===== config.mk =====
export PLATFORM = sky130hd
export DESIGN_NAME = alu_operand_stage
export DESIGN_NICKNAME = d
export VERILOG_FILES = /design/src/rtl/alu_operand_stage.sv
export SDC_FILE = /design/constraint.sdc
export NUM_CORES = 1
export LEC_CHECK = 0
export ABC_AREA = 1
export CAP_MARGIN = 25
export CORE_AREA = 4 4 145 112
export DETAILED_ROUTE_END_ITERATION = 16
export DIE_AREA = 0 0 149 116
export GPL_TIMING_DRIVEN = 0
export PLACE_DENSITY = 0.86
export SYNTH_ARGS = -nofsm -noshare
export SYNTH_HDL_FRONTEND = slang
export SYNTH_SLANG_ARGS = --single-unit

===== constraint.sdc =====
create_clock -name clk -period 2.9 [get_ports clk]
set_input_delay 0.29 -clock clk [delete_from_list [all_inputs] [get_ports clk]]
set_output_delay 0.29 -clock clk [all_outputs]
set_load 0.05 [all_outputs]

===== src/rtl/alu_operand_stage.sv =====
`default_nettype none
// =============================================================================
// Module   : alu_operand_stage
// Brief    : D/X pipeline register for the TinyRV1 ALU. Bypasses operands from
//            X and W, interlocks on load-use, and handles stall/squash bubbles.
// Revision : 1.0  initial release
// =============================================================================
module alu_operand_stage #(
    parameter int NREG_BITS = 5,
    parameter int DW        = 32
) (
    input  logic                 clk,
    input  logic                 rst_n,
    input  logic                 d_val,
    input  logic [NREG_BITS-1:0] d_rs1_addr,
    input  logic [NREG_BITS-1:0] d_rs2_addr,
    input  logic                 d_rs1_en,
    input  logic                 d_rs2_en,
    input  logic [DW-1:0]        d_rs1_data,
    input  logic [DW-1:0]        d_rs2_data,
    input  logic [DW-1:0]        d_imm,
    input  logic                 d_imm_sel,
    input  logic                 d_alu_op,
    input  logic                 d_is_load,
    input  logic [NREG_BITS-1:0] d_rd_waddr,
    input  logic                 d_rd_wen,
    input  logic [DW-1:0]        x_result,
    input  logic                 w_val,
    input  logic [NREG_BITS-1:0] w_rd_waddr,
    input  logic                 w_rd_wen,
    input  logic [DW-1:0]        w_result,
    input  logic                 x_stall,
    input  logic                 squash,
    output logic                 d_stall,
    output logic                 x_val,
    output logic [DW-1:0]        x_in0,
    output logic [DW-1:0]        x_in1,
    output logic                 x_alu_op,
    output logic [DW-1:0]        x_sdata,
    output logic [NREG_BITS-1:0] x_rd_waddr,
    output logic                 x_rd_wen,
    output logic                 x_is_load
);

    localparam logic [NREG_BITS-1:0] c_zero_addr = '0;

    logic                 x_val_q,      x_val_d;
    logic [DW-1:0]        x_in0_q,      x_in0_d;
    logic [DW-1:0]        x_in1_q,      x_in1_d;
    logic                 x_alu_op_q,   x_alu_op_d;
    logic [DW-1:0]        x_sdata_q,    x_sdata_d;
    logic [NREG_BITS-1:0] x_rd_waddr_q, x_rd_waddr_d;
    logic                 x_rd_wen_q,   x_rd_wen_d;
    logic                 x_is_load_q,  x_is_load_d;

    logic          w_x_fwd_ok;
    logic          w_w_fwd_ok;
    logic          w_rs1_x_hit;
    logic          w_rs1_w_hit;
    logic          w_rs2_x_hit;
    logic          w_rs2_w_hit;
    logic [DW-1:0] w_byp_rs1;
    logic [DW-1:0] w_byp_rs2;
    logic          w_load_use;

    // A load in X has no result yet; it can only be forwarded once it reaches W.
    assign w_x_fwd_ok  = x_val_q & x_rd_wen_q & ~x_is_load_q & (x_rd_waddr_q != c_zero_addr);
    assign w_w_fwd_ok  = w_val & w_rd_wen & (w_rd_waddr != c_zero_addr);

    assign w_rs1_x_hit = w_x_fwd_ok & (x_rd_waddr_q == d_rs1_addr);
    assign w_rs1_w_hit = w_w_fwd_ok & (w_rd_waddr   == d_rs1_addr);
    assign w_rs2_x_hit = w_x_fwd_ok & (x_rd_waddr_q == d_rs2_addr);
    assign w_rs2_w_hit = w_w_fwd_ok & (w_rd_waddr   == d_rs2_addr);

    assign w_byp_rs1 = w_rs1_x_hit ? x_result :
                       w_rs1_w_hit ? w_result : d_rs1_data;
    assign w_byp_rs2 = w_rs2_x_hit ? x_result :
                       w_rs2_w_hit ? w_result : d_rs2_data;

    assign w_load_use = d_val & x_val_q & x_is_load_q & x_rd_wen_q &
                        (x_rd_waddr_q != c_zero_addr) &
                        ((d_rs1_en & (d_rs1_addr == x_rd_waddr_q)) |
                         (d_rs2_en & (d_rs2_addr == x_rd_waddr_q)));

    // Squash outranks the interlock: a killed instruction has nothing to wait for.
    assign d_stall = x_stall | (~squash & w_load_use);

    always_comb begin
        x_val_d      = x_val_q;
        x_in0_d      = x_in0_q;
        x_in1_d      = x_in1_q;
        x_alu_op_d   = x_alu_op_q;
        x_sdata_d    = x_sdata_q;
        x_rd_waddr_d = x_rd_waddr_q;
        x_rd_wen_d   = x_rd_wen_q;
        x_is_load_d  = x_is_load_q;

        if (x_stall) begin
            x_val_d = x_val_q;
        end else if (squash || w_load_use) begin
            x_val_d     = 1'b0;
            x_rd_wen_d  = 1'b0;
            x_is_load_d = 1'b0;
        end else begin
            x_val_d      = d_val;
            x_in0_d      = w_byp_rs1;
            x_in1_d      = d_imm_sel ? d_imm : w_byp_rs2;
            x_alu_op_d   = d_alu_op;
            x_sdata_d    = w_byp_rs2;
            x_rd_waddr_d = d_rd_waddr;
            x_rd_wen_d   = d_val & d_rd_wen;
            x_is_load_d  = d_val & d_is_load;
        end
    end

    always_ff @(posedge clk or negedge rst_n) begin
        if (!rst_n) begin
            x_val_q      <= 1'b0;
            x_in0_q      <= '0;
            x_in1_q      <= '0;
            x_alu_op_q   <= 1'b0;
            x_sdata_q    <= '0;
            x_rd_waddr_q <= '0;
            x_rd_wen_q   <= 1'b0;
            x_is_load_q  <= 1'b0;
        end else begin
            x_val_q      <= x_val_d;
            x_in0_q      <= x_in0_d;
            x_in1_q      <= x_in1_d;
            x_alu_op_q   <= x_alu_op_d;
            x_sdata_q    <= x_sdata_d;
            x_rd_waddr_q <= x_rd_waddr_d;
            x_rd_wen_q   <= x_rd_wen_d;
            x_is_load_q  <= x_is_load_d;
        end
    end

    assign x_val      = x_val_q;
    assign x_in0      = x_in0_q;
    assign x_in1      = x_in1_q;
    assign x_alu_op   = x_alu_op_q;
    assign x_sdata    = x_sdata_q;
    assign x_rd_waddr = x_rd_waddr_q;
    assign x_rd_wen   = x_rd_wen_q;
    assign x_is_load  = x_is_load_q;

endmodule
`default_nettype wire


Word level (Yosys, flattened, before mapping)
Index checks and enable logic that the tools add are counted.
{"block": "totals", "reg_bits": 105, "latch_bits": 0, "ramBits": 0, "romBits": 0, "in_bits": 193, "wordCells": 51, "mem_count": 0}
{"block": "classes", "addsub": 0, "n_mul": 0, "div_mod_pow": 0, "n_lt_le_gt_ge": 0, "eq_ne": 6, "shift": 0, "muxes": 8, "bitwise_logic": 25, "n_reduce_logical": 4}
{"cell": "32-bit two-way mux", "n": 5}
{"cell": "5-bit == test", "n": 6}
{"cell": "1-bit bitwise AND", "n": 19}
{"cell": "5-bit nonzero test", "n": 2}
{"cell": "1-bit inverter", "n": 4}
{"cell": "1-bit two-way mux", "n": 3}
{"cell": "1-bit bitwise OR", "n": 2}
{"cell": "2-bit AND reduction", "n": 1}
{"cell": "1-bit logical OR", "n": 1}

Logic depth before layout (Yosys ltp)
Gate-level depths: netlist of run 1.
{"block": "depth", "word_depth": 8, "depth_mapped": 13, "depth_no_buf": 11}

Worst setup path before layout of run 1
Ideal clock, no wire load.
{"block": "synth_timing", "path_type": "register to output", "start": "reg x_rd_waddr_q[2], in the netlist x_rd_waddr[2]", "end": "out d_stall", "arrival_ns": 1.937, "t_required_ns": 2.610, "slack_ns": 0.673, "stages_incl_launch_ff": 9, "path_buffers": 0, "cell_sequence": "dfrtp_1 inv_2 nand2_1 nand2_1 nor2_1 nand4_1 nand2_1 nand2_1 o21bai_1"}
{"block": "synth_between", "elab_chain_len": 6, "word_cells_on_any_way": 10, "cone_classes": "eq/ne: 2; bitwise: 7; reduce/logical: 1"}
{"element": "start: declaration", "line": "52", "source": "logic [NREG_BITS-1:0] x_rd_waddr_q, x_rd_waddr_d;"}
{"element": "start signal: assignment", "line": "132", "source": "x_rd_waddr_q <= x_rd_waddr_d;"}
{"element": "5-bit == test (on tied branches)", "line": "82, 83"}
{"element": "1-bit bitwise AND (on tied branches)", "line": "82, 83"}
{"element": "1-bit bitwise OR", "line": "82", "source": "((d_rs1_en & (d_rs1_addr == x_rd_waddr_q)) |"}
{"element": "1-bit bitwise AND (*)", "line": "81", "source": "(x_rd_waddr_q != c_zero_addr) &"}
{"element": "1-bit bitwise AND (*)", "line": "86", "source": "assign d_stall = x_stall | (~squash & w_load_use);"}
{"element": "1-bit bitwise OR (*)", "line": "86"}
{"element": "end: declaration", "line": "34", "source": "output logic d_stall,"}
Every way passes the cells marked *; elsewhere a longest branch is shown, timed or not.

Final worst setup path of run 1
{"block": "layout_timing", "start": "in d_rs2_addr[3]", "end": "out d_stall"}
{"block": "layout_between", "elab_chain_len": 6}
{"element": "start: declaration", "line": "16", "source": "input logic [NREG_BITS-1:0] d_rs2_addr,"}
{"element": "5-bit == test", "line": "83", "source": "(d_rs2_en & (d_rs2_addr == x_rd_waddr_q)));"}
{"element": "1-bit bitwise AND", "line": "83"}
{"element": "1-bit bitwise OR", "line": "82"}
{"element": "1-bit bitwise AND", "line": "81"}
{"element": "1-bit bitwise AND", "line": "86"}
{"element": "1-bit bitwise OR", "line": "86"}
Every way passes these cells.

==> results of run 1 <==
timing repair:
item                                   in CTS  in global routing
gates resized for setup                     0                  0
hold buffers                                1                  0
endpoints found under the hold margin      22                  0
cells by family after synthesis:
| family | after synthesis | share of synthesized area (%) |
|---|---|---|
| AO/OA/AOI/OAI | 6 | 0.488 |
| buffers and inverters | 175 | 11.3 |
| AND/OR/NAND/NOR | 782 | 47.4 |
| XOR/XNOR | 11 | 1.44 |
| flip-flops | 105 | 39.4 |
registers in the layout, summed over array words and instances, names as in the netlist:
register,count
x_sdata,32
x_val,1
x_in0,32
x_in1,32
x_is_load,1
x_alu_op,1
x_rd_wen,1
x_rd_waddr,5
cell type report:
| cell class | instances | area [µm²] |
|---|---|---|
| clock inverter | 6 | 62.6 |
| tap | 205 | 256 |
| sequential | 105 | 2630 |
| timing repair buffer | 300 | 3020 |
| inverter | 117 | 439 |
| fill | 1383 | 4690 |
| multi-input combinational | 799 | 3290 |
| buffer | 58 | 315 |
| clock buffer | 10 | 229 |
placed cells by master (no fill, tap or decap), types with 8 or more instances in the layout:
cell type,netlist,layout
buf_4,15,16
inv_2,8,8
clkbuf_1,12,13
clkdlybuf4s50_1,0,297
buf_2,27,27
inv_1,109,109
dfrtp_1,105,105
clkbuf_16,0,9
nand3_1,164,164
nor2_1,77,77
nand2_1,533,533
Yosys cell counts, drive strengths merged:
library cell / instances
nand2: 534
nand3: 164
inv: 117
dfrtp: 105
nor2: 79
buf: 46
clkbuf: 12
xnor2: 6
o21ai: 5
xor2: 5
nand4: 4
and3: 1
o21bai: 1
worst min path at each step:
stage                          from         to  slack (ns)  cells past startpoint
after floorplan               rst_n   x_alu_op      -0.006                      0
after CTS                  d_rd_wen   x_rd_wen        0.47                      3
final                      d_rd_wen   x_rd_wen        0.47                      3
after detailed placement      rst_n   x_in1[9]        0.38                      1
after global routing       d_rd_wen   x_rd_wen        0.49                      3
after global placement    x_in1[13]  x_in1[13]        0.46                      2
per-stage QoR:
stage | utilization (%) | hold slack, ns | total power (W) | setup slack, ns
floorplan | - | -0.00559 | 0.00290 | 0.673
global placement | 66.4 | 0.462 | 0.00378 | -2.75
detailed placement | 66.5 | 0.384 | 0.00380 | 0.222
CTS | 68.6 | 0.467 | 0.00502 | 0.215
global route | 68.6 | 0.486 | 0.00522 | 0.111
finish | 68.6 | 0.473 | 0.00501 | 0.210
power by group:
part	switching [W]	total [W]	internal (W)
registers	0.000126	0.00178	0.00165
logic	0.00127	0.00201	0.000740
clock network	0.000616	0.00122	0.000605
layer usage:
layer | GRT usage, % | vias up | share of wire, %
met5 | 0 | - | 0
met4 | 11.8 | 0 | 3.2
met3 | 8.64 | 64 | 10
met2 | 51.0 | 398 | 45
met1 | 40.9 | 3693 | 42
li1 | - | 3902 | -
critical path: cells and delay by family:
family | cells | cell delay, ns
buffers and inverters | 3 | 1.40
and+or+nand+nor | 6 | 0.59
AOI/OAI and AO/OA | 1 | 0.12
==> summary.txt, run 1 <==
Worst setup path
  – Critical Path AT: 2.40 ns
  – Crit. End Element: primary output
  – RR Endpoint: x_in1[25]
  – FF-to-FF path depth: 11
  – Worst EP required: 2.61 ns
  – CP Max Fanout: 3
  – Critical setup path kind: in -> out
  – Slowest stage cell, crit path: clkdlybuf4s50_1
  – Crit start category: input port
  – CP max stage delay: 0.82 ns
  – CP Launch Point: d_rs2_addr[3]
  – Capture point of the critical path: d_stall
  – Crit-path cells: clkdlybuf4s50_1, inv_1, nand2_1, nand2_1, nor2_1, nand4_1, nand2_1, nand2_1, o21bai_1, clkdlybuf4s50_1
  – Crit-path most repeated cell: nand2_1
  – Worst R2R Setup Slack: 0.74 ns
  – Critical R2R Launch: x_rd_waddr[2]

Detailed routing
  – Via/cell ratio: 5.04
  – Residual DRC count: 0
  – Antenna-violating nets left: 0
  – Initial DRC count: 658
  – Vias: 8057
  – WL/cell: 17.3 µm
  – Drt pass-1 iters: 5
  – Post-detailed-routing wire length: 27.8 mm

Synth
  – Avg Inst Size Synth: 6.18 µm²
  – Top-area cell type share of the netlist area: 39.4%
  – Synthesized flop and latch total: 105
  – Netlist cell types: 19
  – Sequential area share after synthesis: 39.4%
  – Number of synthesis warnings: 0
  – Post-synth top area cell: dfrtp_1
  – Synth top area cells: dfrtp_1, nand2_1, nand3_1, inv_1, nor2_1
  – Post-Syn Instances: 1079
  – Post-Syn Nets: 1272
  – Post-Syn Area: 6670 µm²

Clock tree
  – Clock slew at reported path FFs: 0.08 ns
  – Clock Tree Buf Depth: 2
  – CTS H-tree depth: 3
  – Clk_lat worst skew: 0.36 ns
  – CTS sink cnt: 105
  – CTS root buf: clkbuf_16
  – Total CTS buffers: 9
  – Post-CTS setup buffers: 0
  – CTS tree: done

Timing
  – FMAX: 372 MHz
  – Skew final: 0.00887 ns
  – Final setup vio count: 0
  – Post-route clock period utilization: 92.8%
  – RSZ-0062 raised after global routing: no
  – Final hold violations: 0
  – Worst-Margin Slew: 0.723 ns
  – Slew Viols, Final: 0
  – Minimum clock period after layout: 2.69 ns
  – Setup TNS: 0 ns
  – Slew margin rel.: 51.8%

Placement
  – Cells after DPL: 1583
  – Detail Placement HPWL: 22.0 mm
  – Port bufs: 298
  – Placed cell area: 9940 µm²
  – RD Place Congestion: 1.01

Floorplanning
  – Die area: 17300 µm²
  – Die width: 149 µm
  – Initial Util: 44.7%
  – Die height: 116 µm
  – Core ar.: 14900 µm²
  – Rows: 39
  – Num ports: 299

Power and ir drop
  – PwrDens: 489 nW/µm²
  – Leak: 5.48 nW
  – Max IR drop VDD: 0.000340 V

Global routing
  – First-pass GRT wire length: 42.1 mm
  – GRT Util Overall: 31.6%
  – Vias in the first global route: 7874
  – Largest net degree at the start of global routing: 56
  – Total gr overflow: 0
  – Initial antenna violation count: 0

Job
  – Max-Cap Viols: 0

Final layout
  – Area growth, synth to finish: 53.5%
  – Share of post-route cells with drive strength above 1: 5.09%
  – Antenna Diode Count: 0
  – # nets final: 1583
  – Final instance area: 10200 µm²
  – Cell Count, Final, Fillers Out: 1600

Worst hold path
  – HP Class: in -> reg

Run status
  – Status: complete, no violations
Note: power is estimated with default switching activity, not from simulation.
==> run 2, diff against run 1 <==
- GPL_TIMING_DRIVEN: 0 -> default
==> run 2 against run 1 <==
Compared with the run above: combinational power is essentially flat; clock-buffer cell count shrank 1; fmax grew 19%; largest cell class is now multi-input combinational cells; first-iteration DRC count grew 24%; via count shrank 1.1%; cell count shrank 2.7%; utilization shrank 0.84 points; register-to-register slack lost 0.09 ns; die area is the same.
==> summary.txt, run 2 (synthesized netlist as in run 1, its figures left out) <==
Detailed routing
  – Via/cell ratio: 5.12
  – Drt pass-1 iters: 7
  – Post-detailed-routing wire length: 26.7 mm
  – Vias: 7972
  – Residual DRC count: 0
  – WL/cell: 17.1 µm
  – Initial DRC count: 815
  – Antenna-violating nets left: 0

Clock tree
  – CTS tree: done
  – Total CTS buffers: 9
  – CTS H-tree depth: 3
  – Clk_lat worst skew: 0.36 ns
  – CTS sink cnt: 105
  – Clock slew at reported path FFs: 0.08 ns
  – Clock Tree Buf Depth: 2
  – CTS root buf: clkbuf_16
  – Post-CTS setup buffers: 0

Worst hold path
  – HP Class: in -> reg
  – Hold depth: 3

Worst setup path
  – Worst R2R Setup Slack: 0.65 ns
  – Critical Path AT: 2.51 ns
  – RR Endpoint: x_rd_waddr[0]
  – Worst EP required: 3.16 ns
  – Crit. End Element: register
  – FF-to-FF path depth: 10
  – Critical setup path kind: reg -> reg
  – CP Max Fanout: 35
  – Critical R2R Launch: x_rd_waddr[2]
  – Crit start category: register
  – Capture point of the critical path: x_rd_waddr[0]
  – CP Launch Point: x_rd_waddr[2]

Floorplanning
  – Die height: 116 µm
  – Num ports: 299
  – Core ar.: 14900 µm²
  – Initial Util: 44.7%
  – Die area: 17300 µm²
  – Die width: 149 µm
  – Rows: 39

Power and ir drop
  – Max IR drop VDD: 0.000252 V
  – Leak: 5.37 nW
  – Total power draw: 0.00498 W
  – PwrDens: 493 nW/µm²

Timing
  – Post-route clock period utilization: 77.6%
  – Slew margin rel.: 51.3%
  – Final hold violations: 0
  – RSZ-0062 raised after global routing: no
  – FMAX: 444 MHz
  – Final setup vio count: 0
  – Minimum clock period after layout: 2.25 ns
  – Setup TNS: 0 ns
  – Skew final: 0.00852 ns
  – Worst-Margin Slew: 0.730 ns
  – Slew Viols, Final: 0

Final layout
  – Commonest cells after routing, fill and taps aside: nand2_1, clkdlybuf4s50_1, nand3_1
  – Area growth, synth to finish: 51.6%
  – Share of post-route cells with drive strength above 1: 3.40%
  – Most common cell after layout, fill and taps aside: nand2_1
  – # nets final: 1539

Global routing
  – Initial antenna violation count: 1
  – Largest net degree at the start of global routing: 119
  – Vias in the first global route: 7638
  – GRT Util Overall: 30.1%
  – Total gr overflow: 0
  – First-pass GRT wire length: 40.7 mm

Placement
  – RD Place Congestion: 0.996
  – Detail Placement HPWL: 19.7 mm
  – Port bufs: 298

Job
  – Max-Cap Viols: 0

Run status
  – Status: complete, no violations
run 2: cell count changes in the layout (fill, tap and decap cells not counted), sizes merged:
cell,previous run,this run
inv,119,122
clkdlybuf4s50,297,296
diode,0,1
clkinv,4,2
buf,48,17
clkbuf,22,9
run 2: stage by stage:
| stage | hold slack, ns | util (%) | instances | instance area [µm²] | setup slack [ns] |
|---|---|---|---|---|---|
| global route | 0.481 | 67.7 | 1557 | 10100 | 0.479 |
| floorplan | -0.00559 | - | 1079 | 6670 | 0.673 |
| detailed placement | 0.382 | 65.7 | 1539 | 9820 | 0.354 |
| global placement | 0.379 | 65.7 | 1539 | 9820 | 0.483 |
| finish | 0.467 | 67.7 | 1557 | 10100 | 0.648 |
| CTS | 0.459 | 67.7 | 1556 | 10100 | 0.658 |
run 2: worst min path at each step:
stage / from / end / slack [ns]
3_3_place_gp: rst_n / x_in1[11] / 0.38
3_5_place_dp: rst_n / x_in1[11] / 0.38
4_1_cts: d_is_load / x_is_load / 0.46
2_1_floorplan: rst_n / x_alu_op / -0.006
5_1_grt: d_alu_op / x_alu_op / 0.48
6_report: d_is_load / x_is_load / 0.47
run 2: routing by layer:
| metal | track usage, % | vias up | part of all wire (%) |
|---|---|---|---|
| met4 | 10.0 | 0 | 2.8 |
| met2 | 49.4 | 474 | 46 |
| met3 | 8.87 | 57 | 11 |
| met5 | 0 | - | 0 |
| li1 | - | 3803 | - |
| met1 | 38.4 | 3638 | 40 |
run 2: what timing repair did:
item	in CTS	in global routing
resized for setup	0	0
hold buffers	1	0
endpoints found under the hold margin	4	0
run 2: final cells by class:
class                      count  area, µm²
tap                          205        256
clock buffer                   9        225
timing repair buffer         314       3190
sequential                   105       2630
inverter                     117        439
antenna                        1       2.50
multi-input combinational    799       3310
fill                        1374       4820
clock inverter                 7       58.8
run 2: worst max-delay path: stages (launching register included):
cell     delay [ns]
dfrtp_1        0.45
nor2_1         0.16
nand4_1        0.14
nand3_1        0.10
inv_1          0.05
nand2_1        0.12
nand2_4        0.16
inv_2          0.55
buf_12         0.26
nand2_1        0.06
o21ai_0        0.09
run 2: power breakdown:
part,internal [W],total [W],switching (W)
combinational,0.000729,0.00198,0.00125
sequential,0.00165,0.00179,0.000133
clock,0.000603,0.00122,0.000613
==> run 3, diff against run 2 <==
- CORE_AREA: 4 4 145 112 -> 4 4 149 115
- DIE_AREA: 0 0 149 116 -> 0 0 153 119
- PLACE_DENSITY: 0.86 -> 0.82
- clock period: 2.9 -> 2.1 ns (I/O delays scaled with it)
==> run 3 against run 2 <==
Compared with the run above: cell count rose by 1.6%; sequential power is 37% higher; global-route usage decreased by 2.9 points; total power is 40% higher; clock skew shrank 0.00088 ns; worst setup slack worse by 0.61 ns; utilization fell by 1.2 points; first-iteration DRC count down 24%; critical path type is now reg -> out; largest power group unchanged.
==> summary.txt, run 3 (synthesized netlist as in run 1, its figures left out) <==
Run status
  – Status: complete, no violations

Worst setup path
  – Crit start category: register
  – RR Endpoint: x_in1[18]
  – FF-to-FF path depth: 13
  – Critical setup path kind: reg -> out
  – Slowest stage cell, crit path: dfrtp_2
  – Critical Path AT: 1.85 ns
  – Worst R2R Setup Slack: 0.13 ns
  – Crit-path cells: inv_2, nand2_1, nand2_1, nor2_2, nand4_1, nand2_1, nand2_2, buf_4, o21bai_4, buf_12
  – Worst EP required: 1.89 ns
  – Crit. End Element: primary output
  – Family with the most delay on the worst path: simple AND/OR/NAND/NOR gates
  – Worst Path Buf+Inv: 3
  – Crit-path most repeated cell: nand2_1
  – CP Max Fanout: 5
  – CP max stage delay: 0.43 ns
  – Critical R2R Launch: x_rd_waddr[2]

Global routing
  – Total gr overflow: 0
  – Largest net degree at the start of global routing: 90
  – GRT Util Overall: 27.2%
  – Initial antenna violation count: 0
  – Vias in the first global route: 7458
  – First-pass GRT wire length: 39.7 mm

Job
  – Max-Cap Viols: 0

Placement
  – Placed cell area: 10100 µm²
  – Detail Placement HPWL: 19.5 mm
  – Port bufs: 298
  – Pre-CTS setup slack: -0.0391 ns
  – RD Place Congestion: 0.972

Final layout
  – Util after Layout: 66.5%
  – Fill cell count: 1418
  – Final instance area: 10500 µm²
  – Share of post-route cells with drive strength above 1: 5.32%
  – Multi-input logic area: 3330 µm²
  – Most common cell after layout, fill and taps aside: nand2_1
  – Commonest cells after routing, fill and taps aside: nand2_1, clkdlybuf4s50_1, nand3_1
  – # nets final: 1561
  – Reg area: 2630 µm²
  – Area growth, synth to finish: 56.7%
  – Antenna Diode Count: 0

Floorplanning
  – Die width: 153 µm
  – Num ports: 299
  – Die area: 18200 µm²
  – Rows: 40
  – Core ar.: 15700 µm²
  – Initial Util: 42.5%
  – Die height: 119 µm

Clock tree
  – CTS sink cnt: 105
  – Clock slew at reported path FFs: 0.07 ns
  – Clock Tree Buf Depth: 2
  – CTS tree: done
  – Total CTS buffers: 9
  – CTS H-tree depth: 3
  – CTS root buf: clkbuf_16
  – Clk_lat worst skew: 0.36 ns

Detailed routing
  – Vias: 8014
  – WL/cell: 16.2 µm
  – Drt pass-1 iters: 5
  – Antenna-violating nets left: 0
  – Post-detailed-routing wire length: 25.7 mm
  – Initial DRC count: 617
  – Residual DRC count: 0
  – Via/cell ratio: 5.07

Worst hold path
  – HP Class: in -> async

Timing
  – Slew margin rel.: 60.3%
  – Minimum clock period after layout: 2.06 ns
  – Final hold violations: 0
  – Worst-Margin Slew: 0.593 ns
  – Skew final: 0.00763 ns
  – FMAX: 486 MHz
  – Slew Viols, Final: 0
  – Post-route clock period utilization: 98.0%
  – Final setup vio count: 0
  – Worst setup margin: 0.0415 ns
  – Setup TNS: 0 ns

Power and ir drop
  – Leak: 5.53 nW
  – PwrDens: 669 nW/µm²
  – Max IR drop VDD: 0.000390 V
[run 3: cell count changes in the layout (fill, tap and decap cells not counted), moves of 2 or more]
cell,before,now
buf_4,10,21
dfrtp_1,105,103
clkinv_2,2,0
clkinv_4,0,2
inv_6,3,0
nor2_2,1,4
buf_12,7,18
dfrtp_2,0,2
nor2_1,75,73
[run 3: metrics by stage]
stage	cells	hold slack, ns	power, W
floorplan	1079	-0.0856	0.00400
global placement	1562	0.0980	0.00522
detailed placement	1562	0.0993	0.00524
CTS	1580	0.268	0.00703
global route	1582	0.274	0.00733
finish	1582	0.273	0.00699
[run 3: metal layers]
metal  share of wire (%)  vias up  global-route usage, %
li1                    -     3847                      -
met1                  41     3636                   36.3
met2                  44      450                   42.2
met3                 9.9       81                   7.08
met4                 4.3        0                   11.2
met5                   0        -                      0
[run 3: worst max-delay path by stage]
stage	startpoint	to	slack, ns	depth (start not counted)
3_5_place_dp	d_rs2_addr[2]	x_rd_waddr[2]	-0.04	13
4_1_cts	x_rd_waddr[3]	d_stall	0.002	10
3_3_place_gp	d_rs2_addr[2]	x_in1[25]	0.03	13
6_report	x_rd_waddr[2]	d_stall	0.04	10
2_1_floorplan	x_rd_waddr[2]	d_stall	0.24	8
5_1_grt	x_rd_waddr[2]	d_stall	-0.05	10
[run 3: where the power goes]
| group | switching (W) | total, W | internal, W |
|---|---|---|---|
| Combinational | 0.00172 | 0.00277 | 0.00105 |
| Clock | 0.000816 | 0.00176 | 0.000940 |
| Sequential | 0.000180 | 0.00246 | 0.00229 |
[run 3: repair_timing]
item                       in CTS  in global routing
hold buffers                    1                  0
pin swaps                       1                  3
setup endpoints to repair       1                  1
buffers inserted                2                  2
gates cloned                    0                  0
resized for setup               2                  4
hold endpoints to repair       16                  0
[run 3: final cells by class]
cell class                 count  area share [%]
clock buffer                   9            2.15
timing repair buffer         336            33.4
inverter                     117            4.20
sequential                   105            25.2
tap                          210            2.51
clock inverter                 6           0.742
multi-input combinational    799            31.8
